`src/rtl/pfpu_dma.sv`:
```
// pfpu_dma: PFPU write-back stage; queues {a,b,y,x} results and writes each as a 2-beat Wishbone burst.
// Latency: push in cycle N -> dma_busy at N+1, cyc/stb at N+2; zero-wait entry holds the bus 2 cycles, 3-cycle minimum period.
// Backpressure: dma_ack drops when the FIFO is full; a push while full is dropped and sets sticky overflow.
// Ports: sys_clk/sys_rst_n (async active-low); dma_base/x/y/a/b/dma_en in, dma_ack/dma_busy/overflow/dma_count out;
//        wbm_* Wishbone master write port (sel=4'hf, we=1 constant).
module pfpu_dma #(
  parameter int DEPTH = 4
) (
  input  logic        sys_clk,
  input  logic        sys_rst_n,
  input  logic [28:0] dma_base,
  input  logic [6:0]  x,
  input  logic [6:0]  y,
  input  logic [31:0] a,
  input  logic [31:0] b,
  input  logic        dma_en,
  output logic        dma_ack,
  output logic        dma_busy,
  output logic        overflow,
  output logic [31:0] wbm_adr_o,
  output logic [31:0] wbm_dat_o,
  output logic [3:0]  wbm_sel_o,
  output logic [2:0]  wbm_cti_o,
  output logic        wbm_we_o,
  output logic        wbm_cyc_o,
  output logic        wbm_stb_o,
  input  logic        wbm_ack_i,
  output logic [31:0] dma_count
);

  localparam int AW = $clog2(DEPTH);
  localparam int CW = $clog2(DEPTH + 1);
  localparam logic [CW-1:0] FULL = CW'(DEPTH);

  localparam logic [2:0] CTI_INCR = 3'b010;
  localparam logic [2:0] CTI_END  = 3'b111;

  typedef struct packed {
    logic [31:0] a;
    logic [31:0] b;
    logic [6:0]  y;
    logic [6:0]  x;
  } entry_t;

  typedef enum logic [1:0] {
    IDLE  = 2'd0,
    BEAT0 = 2'd1,
    BEAT1 = 2'd2
  } state_t;

  entry_t          mem_q [DEPTH];
  logic [AW-1:0]   wr_ptr_q, rd_ptr_q;
  logic [CW-1:0]   count_q, count_d;
  state_t          state_q, state_d;
  logic            cyc_q, cyc_d;
  logic [31:0]     adr_q, adr_d;
  logic [31:0]     dat_q, dat_d;
  logic [2:0]      cti_q, cti_d;
  logic [31:0]     dma_count_q;
  logic            overflow_q;

  logic            push, pop;
  entry_t          head;
  entry_t          wr_entry;
  logic [28:0]     head_w;

  // Acceptance looks only at the registered count, so a pop in the same
  // cycle never opens a slot early.
  assign dma_ack  = (count_q < FULL);
  assign dma_busy = (count_q != '0) | cyc_q;
  assign push     = dma_en & dma_ack;

  assign head     = mem_q[rd_ptr_q];
  assign wr_entry = '{a: a, b: b, y: y, x: x};
  // {y,x} is the 14-bit linear mesh index; the sum wraps at 29 bits.
  assign head_w   = dma_base + {15'd0, head.y, head.x};

  always_ff @(posedge sys_clk) begin
    if (push) begin
      mem_q[wr_ptr_q] <= wr_entry;
    end
  end

  always_comb begin
    count_d = count_q;
    unique case ({push, pop})
      2'b10:   count_d = count_q + CW'(1);
      2'b01:   count_d = count_q - CW'(1);
      default: count_d = count_q;
    endcase
  end

  always_comb begin
    state_d = state_q;
    cyc_d   = cyc_q;
    adr_d   = adr_q;
    dat_d   = dat_q;
    cti_d   = cti_q;
    pop     = 1'b0;
    unique case (state_q)
      IDLE: begin
        if (count_q != '0) begin
          state_d = BEAT0;
          cyc_d   = 1'b1;
          adr_d   = {head_w, 3'b000};
          dat_d   = head.a;
          cti_d   = CTI_INCR;
        end
      end
      BEAT0: begin
        if (wbm_ack_i) begin
          state_d = BEAT1;
          adr_d   = {head_w, 3'b100};
          dat_d   = head.b;
          cti_d   = CTI_END;
        end
      end
      BEAT1: begin
        if (wbm_ack_i) begin
          state_d = IDLE;
          cyc_d   = 1'b0;
          pop     = 1'b1;
        end
      end
      default: begin
        state_d = IDLE;
        cyc_d   = 1'b0;
      end
    endcase
  end

  always_ff @(posedge sys_clk or negedge sys_rst_n) begin
    if (!sys_rst_n) begin
      wr_ptr_q    <= '0;
      rd_ptr_q    <= '0;
      count_q     <= '0;
      state_q     <= IDLE;
      cyc_q       <= 1'b0;
      adr_q       <= '0;
      dat_q       <= '0;
      cti_q       <= '0;
      dma_count_q <= '0;
      overflow_q  <= 1'b0;
    end else begin
      if (push) begin
        wr_ptr_q <= wr_ptr_q + AW'(1);
      end
      if (pop) begin
        rd_ptr_q    <= rd_ptr_q + AW'(1);
        dma_count_q <= dma_count_q + 32'd1;
      end
      if (dma_en && !dma_ack) begin
        overflow_q <= 1'b1;
      end
      count_q <= count_d;
      state_q <= state_d;
      cyc_q   <= cyc_d;
      adr_q   <= adr_d;
      dat_q   <= dat_d;
      cti_q   <= cti_d;
    end
  end

  assign wbm_adr_o = adr_q;
  assign wbm_dat_o = dat_q;
  assign wbm_sel_o = 4'hf;
  assign wbm_cti_o = cti_q;
  assign wbm_we_o  = 1'b1;
  assign wbm_cyc_o = cyc_q;
  assign wbm_stb_o = cyc_q;
  assign dma_count = dma_count_q;
  assign overflow  = overflow_q;

endmodule

```
`config.mk`:
```
export PLATFORM = sky130hd
export DESIGN_NAME = pfpu_dma
export DESIGN_NICKNAME = d
export VERILOG_FILES = /design/src/rtl/pfpu_dma.sv
export SDC_FILE = /design/constraint.sdc
export NUM_CORES = 1
export LEC_CHECK = 0
export CORE_UTILIZATION = 52
export CTS_BUF_LIST = sky130_fd_sc_hd__clkbuf_8
export CTS_CLUSTER_DIAMETER = 100
export DETAILED_ROUTE_END_ITERATION = 8
export PLACE_DENSITY = 0.83
export SKIP_CTS_REPAIR_TIMING = 1
export SYNTH_ARGS = -nofsm -noshare
export SYNTH_HDL_FRONTEND = slang
export SYNTH_SLANG_ARGS = --single-unit
```
`constraint.sdc`:
```
create_clock -name sys_clk -period 3.4 [get_ports sys_clk]
set_input_delay 0.68 -clock sys_clk [delete_from_list [all_inputs] [get_ports sys_clk]]
set_output_delay 0.68 -clock sys_clk [all_outputs]
set_load 0.01 [all_outputs]
```
=== Word level (Yosys, flattened, before mapping) ===
Memories as Yosys holds them, arrays and structs flattened.
Index checks and enable logic that the tools add are counted.

* Memories: 1
* Output and inout port bits: 109
* Input bits: 111
* Bits in writable memories: 312
* Register bits after elaboration: 110
* Word-level logic and storage cells: 58

{| class="wikitable"
|+ Memory list
! memory !! words !! width !! rd ports !! clocked after Yosys merged registers in !! wr ports !! line !! source
|-
| mem_q || 4 || 78 || 1 || 0 || 1 || 51 || <nowiki>entry_t mem_q [DEPTH];</nowiki>
|}

* Add/subtract/negate cells: 6
* Reduce and logical (&&, ||, !) cells: 9
* Multiplexer cells: 21
* Magnitude comparators: 1
* Bitwise logic cells: 3
* Equality and inequality tests: 7

{| class="wikitable"
|+ Operators with widths
! cell !! number
|-
| 32-bit 2-to-1 mux || 4
|-
| 32-bit one-hot mux with 2 select lines || 2
|-
| 32-bit by 1-bit adder with 32-bit output (second input constant) || 1
|-
| 29-bit by 14-bit adder with 29-bit output || 1
|-
| 3-bit one-hot mux with 2 select lines || 2
|-
| 3-bit AND reduction || 3
|-
| 1-bit 2-to-1 mux || 6
|-
| 2-bit 2-to-1 mux || 3
|-
| 3-bit 2-to-1 mux || 2
|-
| 2-bit inequality test (second input constant) || 3
|-
| 2-bit one-hot mux with 3 select lines || 1
|-
| 2-bit by 1-bit adder with 2-bit output (second input constant) || 2
|-
| 2-bit by 1-bit equality test with 1-bit output (second input constant) || 2
|-
| 2-bit equality test (second input constant) || 2
|-
| 2-bit nonzero test || 2
|-
| 3-bit by 1-bit adder with 3-bit output (second input constant) || 1
|-
| 3-bit less-than comparator (second input constant) || 1
|-
| 1-bit one-hot mux with 3 select lines || 1
|-
| 3-bit nonzero test || 1
|-
| 3-bit by 1-bit subtractor with 3-bit output (second input constant) || 1
|-
| 2-bit logical NOT || 1
|-
| 1-bit bitwise AND || 1
|-
| 1-bit logical AND || 1
|-
| 1-bit logical NOT || 1
|-
| 2 further kinds || 2
|}

=== Longest topological paths before layout ===
Gate-level depths: netlist of run 1.

* Depth after elaboration: 4
* Gate-level depth with buffers: 13

=== Worst setup path before layout of run 1 ===
Ideal clock, no wire load.

* Kind: flip-flop to flip-flop
* Start: register rd_ptr_q[0]
* End: register adr_q[18] (netlist: wbm_adr_o[18])
* Data arrival time: 3369 ps
* Clock period less this slack: 3502 ps
* Buffers on the path: 3
* Slack: -102 ps
* Cell stages (with the launch flop): 13
* Library setup time: 133 ps
* Path through: dfrtp_1 > clkbuf_1 > buf_2 > buf_2 > mux4_2 > ha_1 > a211oi_1 > nor2_1 > or3b_2 > o21ai_4 > a21boi_0 > xnor2_1 > o21ai_0

* Longest elaborated chain between the ends: 4
* Elaborated cells between the ends (all ways): 5

{| class="wikitable"
|+ Ends and longest elaborated chain
! item !! line !! source
|-
| from (decl) || 52 || <nowiki>logic [AW-1:0] wr_ptr_q, rd_ptr_q;</nowiki>
|-
| from (signal assigned) || 149 || <nowiki>rd_ptr_q <= rd_ptr_q + AW'(1);</nowiki>
|-
| memory 4 x 78 bit * || - ||
|-
| 29-bit by 14-bit adder with 29-bit output * || 76 || <nowiki>assign head_w = dma_base + {15'd0, head.y, head.x};</nowiki>
|-
| 32-bit 2-to-1 mux, on equally long branches || 111, 102 ||
|-
| 32-bit one-hot mux with 2 select lines * || 100 || <nowiki>unique case (state_q)</nowiki>
|-
| to (signal assigned) || 158 || <nowiki>adr_q <= adr_d;</nowiki>
|-
| to (decl) || 56 || <nowiki>logic [31:0] adr_q, adr_d;</nowiki>
|}

Every way passes the cells marked *; elsewhere a longest branch is shown, timed or not. The select of a mux whose other input is x is not followed.
A chain may end at the register's enable or synchronous reset.

=== Final worst setup path of run 1 ===
* Start: register rd_ptr_q[0]
* End: register adr_q[15] (netlist: wbm_adr_o[15])

The elaborated chain is that of the path after synthesis.

==> results by group, run 1 <==
Die
  • Core footprint: 31,600 µm²
  • Full die area: about 33,000 µm²
  • Die H: 182 µm
  • Initial Util: 53.0%
  • # IOs: 220
  • Chip width: 182 µm
  • Std-Cell Rows: 65

Route
  • Avg Vias per Cell: 5.46
  • Final WL: 32,600 µm
  • Vias: 9,217
  • DRT iter0 DRCs: 564
  • Final ANT Viol Nets: 0
  • First-pass DRT Iterations: 5
  • DR DRC count: 0
  • Wire per inst: roughly 19 µm

STA
  • Final hold vios: 0
  • Worst slew margin: between 30% and 40%
  • Setup TNS: 0 ps
  • Max Clock Freq: 318 MHz
  • Final period util: 92.5%
  • Number of setup violations in the final report: 0
  • Setup Skew: 21.2 ps
  • Slew at the pin with the worst max-slew slack: ~1000 ps
  • Minimum clock period: 3150 ps
  • Final setup margin: between 200 and 300 ps
  • RSZ-0062 raised after global routing: false
  • Slew Limit Fails: 0

Synth
  • Register area share after synthesis: 71.7%
  • Mapped Area: around 17,000 µm²
  • Synthesis-stage register bit count: 418
  • Yosys warns: 0
  • Ys async rst share: 25.4%
  • Syn Area/Cell: about 17 µm²
  • Post-Synth XOR/XNOR Area: 3.19%
  • Cell count after synthesis: 966
  • Mux share of post-synthesis cell area: roughly an eighth
  • Simple logic cell fraction of the synthesized area: approximately 5.3%
  • EDFF count, synth: 312
  • Synth Area in Compound Gates: 3.82%
  • Top_reg_cell synth: edfxtp_1
  • Netlist cell types: 54
  • Largest family of logic cells by synthesized area: multiplexers
  • Adder-cell share of the synthesized area: 1.73%

Place
  • Routability Congestion: 0.848
  • Total placed cells including tap cells: 1,563
  • Place WS: 63.9 ps
  • DP Wirelength: 21,200 µm
  • Port Buffers: 212

CTS
  • Clk pin slew, worst setup/hold paths: 60 ps
  • H-Tree Level Count: 3
  • Clock latency on the worst-skew pair: 560 ps
  • Clk sinks: 418
  • CTS tree: built
  • Clk root buf: clkbuf_8
  • TritonCTS Buffers: 66
  • Clock Path Buffers: 3

Global routing
  • GRT overflow: 0
  • Vias in the first global route: 9,728
  • Largest net degree at the start of global routing: 71
  • First-pass GRT wire length: 51,800 µm
  • Total GRT Usage: between 20% and 30%
  • Initial antenna violation count: 5

Finish
  • Cell Count, Final, Fillers Out: around 1,700
  • Layout cells sized above 1: around 16%
  • Filler cells: 2,157
  • P&R area growth vs syn: 23.8%
  • Final net count: between 1,000 and 1,500

Worst setup path
  • Crit-path slowest cell: mux4_2
  • WS Path Type: flop to flop
  • Ordered cell list for the critical path: buf_12 > mux4_2 > fa_1 > a21oi_1 > o21ai_1 > o221ai_2 > a21boi_1 > o41ai_1 > xor2_1 > a21oi_1
  • Crit start category: flop
  • Crit path top cell by count: a21oi_1
  • CP max FO: 16
  • Delay-heaviest family, CP: compound AO/OA/AOI/OAI gates
  • CP endpoint kind: flop
  • Crit-path max cell delay: 550 ps
  • Worst path bufs/invs: 1
  • Worst endpoint data arrival time: about 3600 ps
  • Crit path required time: roughly 3800 ps

Power
  • Worst vdd ir: 0.627 mV
  • LEAKAGE: 7.55 nW
  • Pwr Density: 805 nW/µm²

Outcome
  • Outcome: finished, final reports clean

Min path
  • Worst min path class: input port to asynchronous set/reset pin

Job
  • Max Cap Violations: 0
==> cells by family (layout without fill, tap and decap cells) <==
| family | Yosys count | count (layout) |
|---|---|---|
| simple gates | 186 | 186 |
| compound gates | 104 | 104 |
| xor+xnor | 61 | 61 |
| mux | 111 | 111 |
| buf+inv | 62 | 373 |
| fa+ha+maj | 22 | 22 |
| flops | 418 | 418 |
| other cells | 2 | 10 |
==> layout make-up <==
type | count | area (µm²) | area share, %
multi-input cells | 491 | 4480 | 21.6
diodes | 3 | 7.51 | 0.0362
repair buffers | 239 | 2450 | 11.8
well taps | 402 | 503 | 2.42
clock buffers | 72 | 991 | 4.78
inverters | 13 | 48.8 | 0.235
flip-flops and latches | 418 | 12000 | 58.0
clock inverters | 49 | 240 | 1.16
==> worst paths after layout <==
check,from,endpoint,slack (ps),cells past startpoint
min in group sys_clk,overflow,overflow,460,1
max reg2reg,rd_ptr_q[0],wbm_adr_o[15],250,10
min reg2reg,overflow,overflow,460,1
max in group asynchronous,sys_rst_n,rd_ptr_q[0],2450,2
min,sys_rst_n,wbm_adr_o[31],120,1
max,rd_ptr_q[0],wbm_adr_o[15],250,10
==> layer usage <==
| metal | vias to the layer above | track usage, % | wire (µm) | share of wire (%) |
|---|---|---|---|---|
| met1 | 4614 | 26.5 | 13700 | 42 |
| li1 | 4242 | - | - | - |
| met4 | 4 | 6.34 | 527 | 1.6 |
| met3 | 50 | 5.92 | 2350 | 7.2 |
| met5 | - | 0 | 27 | 0.083 |
| met2 | 307 | 34.2 | 15900 | 49 |
==> cell usage after synthesis (2+ instances only) <==
| library cell | instances | area share (%) |
|---|---|---|
| mux2i_1 | 32 | 1.9 |
| mux4_2 | 78 | 10 |
| inv_1 | 13 | 0.29 |
| conb_1 | 2 | 0.045 |
| and2_1 | 7 | 0.26 |
| nand2b_1 | 5 | 0.19 |
| clkbuf_1 | 27 | 0.60 |
| edfxtp_1 | 312 | 56 |
| nor2b_1 | 3 | 0.11 |
| nand3_1 | 21 | 0.63 |
| or4_1 | 2 | 0.090 |
| a211oi_1 | 3 | 0.13 |
| nand2_2 | 2 | 0.075 |
| xor2_1 | 15 | 0.78 |
| nand2_1 | 89 | 2.0 |
| and4_1 | 4 | 0.21 |
| o31ai_1 | 3 | 0.13 |
| o21a_1 | 5 | 0.22 |
| o21ai_1 | 2 | 0.060 |
| dfrtp_1 | 106 | 16 |
| o21ai_0 | 61 | 1.8 |
| nor3b_1 | 2 | 0.090 |
| ha_1 | 20 | 1.5 |
| nor2_1 | 22 | 0.49 |
| buf_4 | 11 | 0.49 |
| fa_1 | 2 | 0.24 |
| a21oi_1 | 14 | 0.42 |
| xnor2_1 | 46 | 2.4 |
| nand4_1 | 8 | 0.30 |
| nor3_1 | 7 | 0.21 |
| buf_2 | 10 | 0.30 |
| a21o_1 | 5 | 0.22 |
| and3_1 | 6 | 0.22 |
==> sequential cells by signal (all words and copies together), names as in the netlist <==
signal,count
count_q,3
dma_count,32
mem_q,312
overflow,1
rd_ptr_q,2
state_q,2
wbm_adr_o,29
wbm_cti_o,2
wbm_cyc_o,1
wbm_dat_o,32
wr_ptr_q,2
==> stage by stage <==
step                      utilization [%]  power (mW)  cell area [µm²]  hold slack, ps
after detailed placement             61.7        13.0            19500             456
after global routing                 65.6        17.8            20700             129
final                                65.6        16.7            20700             125
after CTS                            65.6        17.0            20700             114
after floorplan                         -        10.8            16800             384
after global placement               61.7        12.9            19500             438
==> cells in the final DEF (no fill, tap or decap), drive strengths merged, types with 16 or more instances in the layout <==
cell / n
edfxtp: 312
clkdlybuf4s50: 211
dfrtp: 106
nand2: 91
mux4: 78
clkbuf: 72
o21ai: 64
xnor2: 46
inv: 42
mux2i: 32
buf: 28
nor2: 23
nand3: 22
ha: 20
clkinv: 16
==> worst register-to-register path: stages, from the launching register on <==
cell and delay (ps):
dfrtp_4 440, buf_12 180, mux4_2 550, fa_1 450
a21oi_1 270, o21ai_1 170, o221ai_2 220, a21boi_1 140
o41ai_1 320, xor2_1 190, a21oi_1 80
==> power by group <==
part / total (mW) / switching [mW] / leakage [nW] / internal, mW
sequential: 6.99 / 0.426 / 4.15 / 6.56
clock: 3.89 / 1.85 / 0.720 / 2.04
combinational: 5.83 / 2.98 / 2.67 / 2.85
No activity file was read; power rests on OpenSTA's default activity.
==> run 2: changes to the inputs <==
--- a/config.mk
+++ b/config.mk
@@ -14,3 +14,4 @@
 export SYNTH_ARGS = -nofsm -noshare
 export SYNTH_HDL_FRONTEND = slang
 export SYNTH_SLANG_ARGS = --single-unit
+export TNS_END_PERCENT = 20
==> results of run 2 <==
Final layout, timing and power as in run 1 (identical DEF).
==> run 3: changes to the inputs <==
--- a/config.mk
+++ b/config.mk
@@ -8,6 +8,7 @@
 export CORE_UTILIZATION = 52
 export CTS_BUF_LIST = sky130_fd_sc_hd__clkbuf_8
 export CTS_CLUSTER_DIAMETER = 100
+export CTS_CLUSTER_SIZE = 12
 export DETAILED_ROUTE_END_ITERATION = 8
 export PLACE_DENSITY = 0.83
 export SKIP_CTS_REPAIR_TIMING = 1
==> results by group, run 3 (synthesis results as in run 1) <==
Outcome
  • Outcome: finished, final reports clean

Route
  • Avg Vias per Cell: 5.51 (+0.76%)
  • Vias: 9,001 (-2.3%)
  • DRT iter0 DRCs: 559 (-0.89%)
  • Final WL: 32,100 µm (-1.4%)
  • DR DRC count: 0 (unchanged)
  • Wire per inst: 19.6 µm (+1.7%)
  • First-pass DRT Iterations: 5 (unchanged)
  • Final ANT Viol Nets: 0 (unchanged)

Finish
  • Biggest register: mem_q
  • FF/Latch Area: 12,000 µm² (unchanged)
  • P&R area growth vs syn: 20.6%
  • Final net count: 1,336 (-1.9%)
  • Filler cells: 2,189 (+1.5%)
  • Layout cells sized above 1: 13.8% (-2.3 points)
  • Most frequent cells in the layout: edfxtp_1 (312), clkdlybuf4s50_1 (211), dfrtp_1 (104)
  • Area taken by multi-input logic gates: 4480 µm² (unchanged)
  • Number of flip-flops in the largest register: 312 (unchanged)
  • Most common cell after layout, fill and taps aside: edfxtp_1

Power
  • Power Total: 15.5 mW (-7.1%)
  • Switch Pwr: 4.98 mW (-5.1%)
  • LEAKAGE: 7.27 nW (-3.7%)
  • Combinational share of power: 37.6% (+2.7 points)
  • Share of power burned in registers: 45.0% (+3.2 points)
  • Sw frac: 32.1% (+0.67 points)
  • Worst vdd ir: 0.593 mV (-5.5%)
  • Pint: 10.5 mW (-8.0%)
  • Pwr Density: 768 nW/µm² (-4.6%)
  • Clock power share: 17.5% (-5.8 points)

STA
  • Worst slew margin: 33.0% (-0.47 points)
  • Setup TNS: 0 ps (unchanged)
  • Slew Limit Fails: 0 (unchanged)
  • Final hold vios: 0 (unchanged)
  • Number of setup violations in the final report: 0 (unchanged)
  • Minimum clock period: 3160 ps (+10.2 ps)
  • Slew at the pin with the worst max-slew slack: 1000 ps (+7.07 ps)
  • Max Clock Freq: 317 MHz (-0.32%)
  • Setup Skew: 28.0 ps (+6.83 ps)
  • Final setup margin: 244 ps (-10.2 ps)
  • Final period util: 92.8% (+0.30 points)
  • RSZ-0062 raised after global routing: false

Place
  • Place WS: 63.9 ps (unchanged)
  • DP Wirelength: 21,200 µm (unchanged)
  • Port Buffers: 212 (unchanged)
  • Routability Congestion: 0.848 (unchanged)

CTS
  • CTS tree: built
  • Clk root buf: clkbuf_8
  • TritonCTS Buffers: 40 (-39%)
  • Clk pin slew, worst setup/hold paths: 90 ps (+30 ps)
  • Clock latency on the worst-skew pair: 570 ps (about the same)
  • Clock Path Buffers: 3 (unchanged)
  • Clk sinks: 418 (unchanged)
  • H-Tree Level Count: 2 (-1)

Worst setup path
  • Delay-heaviest family, CP: compound AO/OA/AOI/OAI gates
  • Crit-path max cell delay: 550 ps (about the same)
  • RR Endpoint: wbm_adr_o[15]
  • Crit path required time: 3810 ps (about the same)
  • CP max FO: 16 (unchanged)
  • R2R depth: 10 (unchanged)
  • Crit start category: flop
  • WS Path Type: flop to flop
  • Worst path bufs/invs: 1 (unchanged)
  • Crit path top cell by count: a21oi_1
  • Reg2Reg Setup Slack: 240 ps (about the same)
  • Crit-path slowest cell: mux4_2
  • Worst endpoint data arrival time: 3560 ps (about the same)
  • CP endpoint kind: flop
  • Ordered cell list for the critical path: buf_12 > mux4_2 > fa_1 > a21oi_1 > o21ai_1 > o221ai_2 > a21boi_1 > o41ai_1 > xor2_1 > a21oi_1
  • Worst reg2reg path startpoint: rd_ptr_q[0]
  • Worst path depth: 10 (unchanged)

Die
  • Core footprint: 31,600 µm² (unchanged)
  • # IOs: 220 (unchanged)
  • Die H: 182 µm (unchanged)
  • Initial Util: 53.0% (unchanged)
  • Full die area: 32,900 µm² (unchanged)
  • Std-Cell Rows: 65 (unchanged)
  • Chip width: 182 µm (unchanged)

Global routing
  • First-pass GRT wire length: 51,100 µm (-1.5%)
  • Vias in the first global route: 9,450 (-2.9%)
  • Initial antenna violation count: 5 (unchanged)
  • Largest net degree at the start of global routing: 71 (unchanged)
  • GRT overflow: 0 (unchanged)
  • Total GRT Usage: 20.2% (-0.45 points)

Min path
  • Worst min path class: input port to asynchronous set/reset pin

Job
  • Max Cap Violations: 0 (unchanged)
-- run 3: power by group through the flow --
stage	sequential (mW)	combinational (mW)	clock, mW
finish	6.98	5.83	2.71
detailed placement	7.10	5.92	0
global route	7.08	6.43	3.02
CTS	6.99	5.93	2.82
global placement	7.05	5.82	0
floorplan	7.19	3.61	0
-- run 3: worst reg2reg max path, stage by stage, from the launching register on --
cell      delay (ps)
dfrtp_4          450
buf_12           180
mux4_2           550
fa_1             450
a21oi_1          270
o21ai_1          170
o221ai_2         220
a21boi_1         140
o41ai_1          320
xor2_1           190
a21oi_1           80
-- run 3: worst max-delay path by stage --
stage	startpoint	to	slack, ps
floorplan	rd_ptr_q[1]	wbm_adr_o[18]	20
global placement	dma_base[0]	wbm_adr_o[15]	80
detailed placement	dma_base[0]	wbm_adr_o[15]	60
CTS	rd_ptr_q[0]	wbm_adr_o[15]	170
global route	rd_ptr_q[0]	wbm_adr_o[15]	60
finish	rd_ptr_q[0]	wbm_adr_o[15]	240
-- run 3: final cells by class --
cell class / count / share of cell area [%]
inverters: 13 / 0.242
clock buffers: 41 / 2.79
flip-flops and latches: 418 / 59.5
diodes: 2 / 0.0248
well taps: 402 / 2.49
multi-input cells: 491 / 22.2
clock inverters: 29 / 0.619
repair buffers: 239 / 12.1
-- run 3: stage by stage --
step	instance area [µm²]	hold slack, ps	utilization [%]	cells
finish	20200	135	63.9	1635
global route	20200	127	63.8	1633
CTS	20200	115	63.8	1633
detailed placement	19500	456	61.7	1563
global placement	19500	438	61.7	1563
floorplan	16800	384	-	971
-- run 3: layer usage --
| layer | vias to the layer above | share of wire [%] | track usage (%) |
|---|---|---|---|
| met5 | - | 0.084 | 0 |
| met4 | 4 | 1.5 | 4.37 |
| met3 | 44 | 6.3 | 5.23 |
| met2 | 277 | 49 | 33.9 |
| met1 | 4520 | 43 | 26.7 |
| li1 | 4156 | - | - |
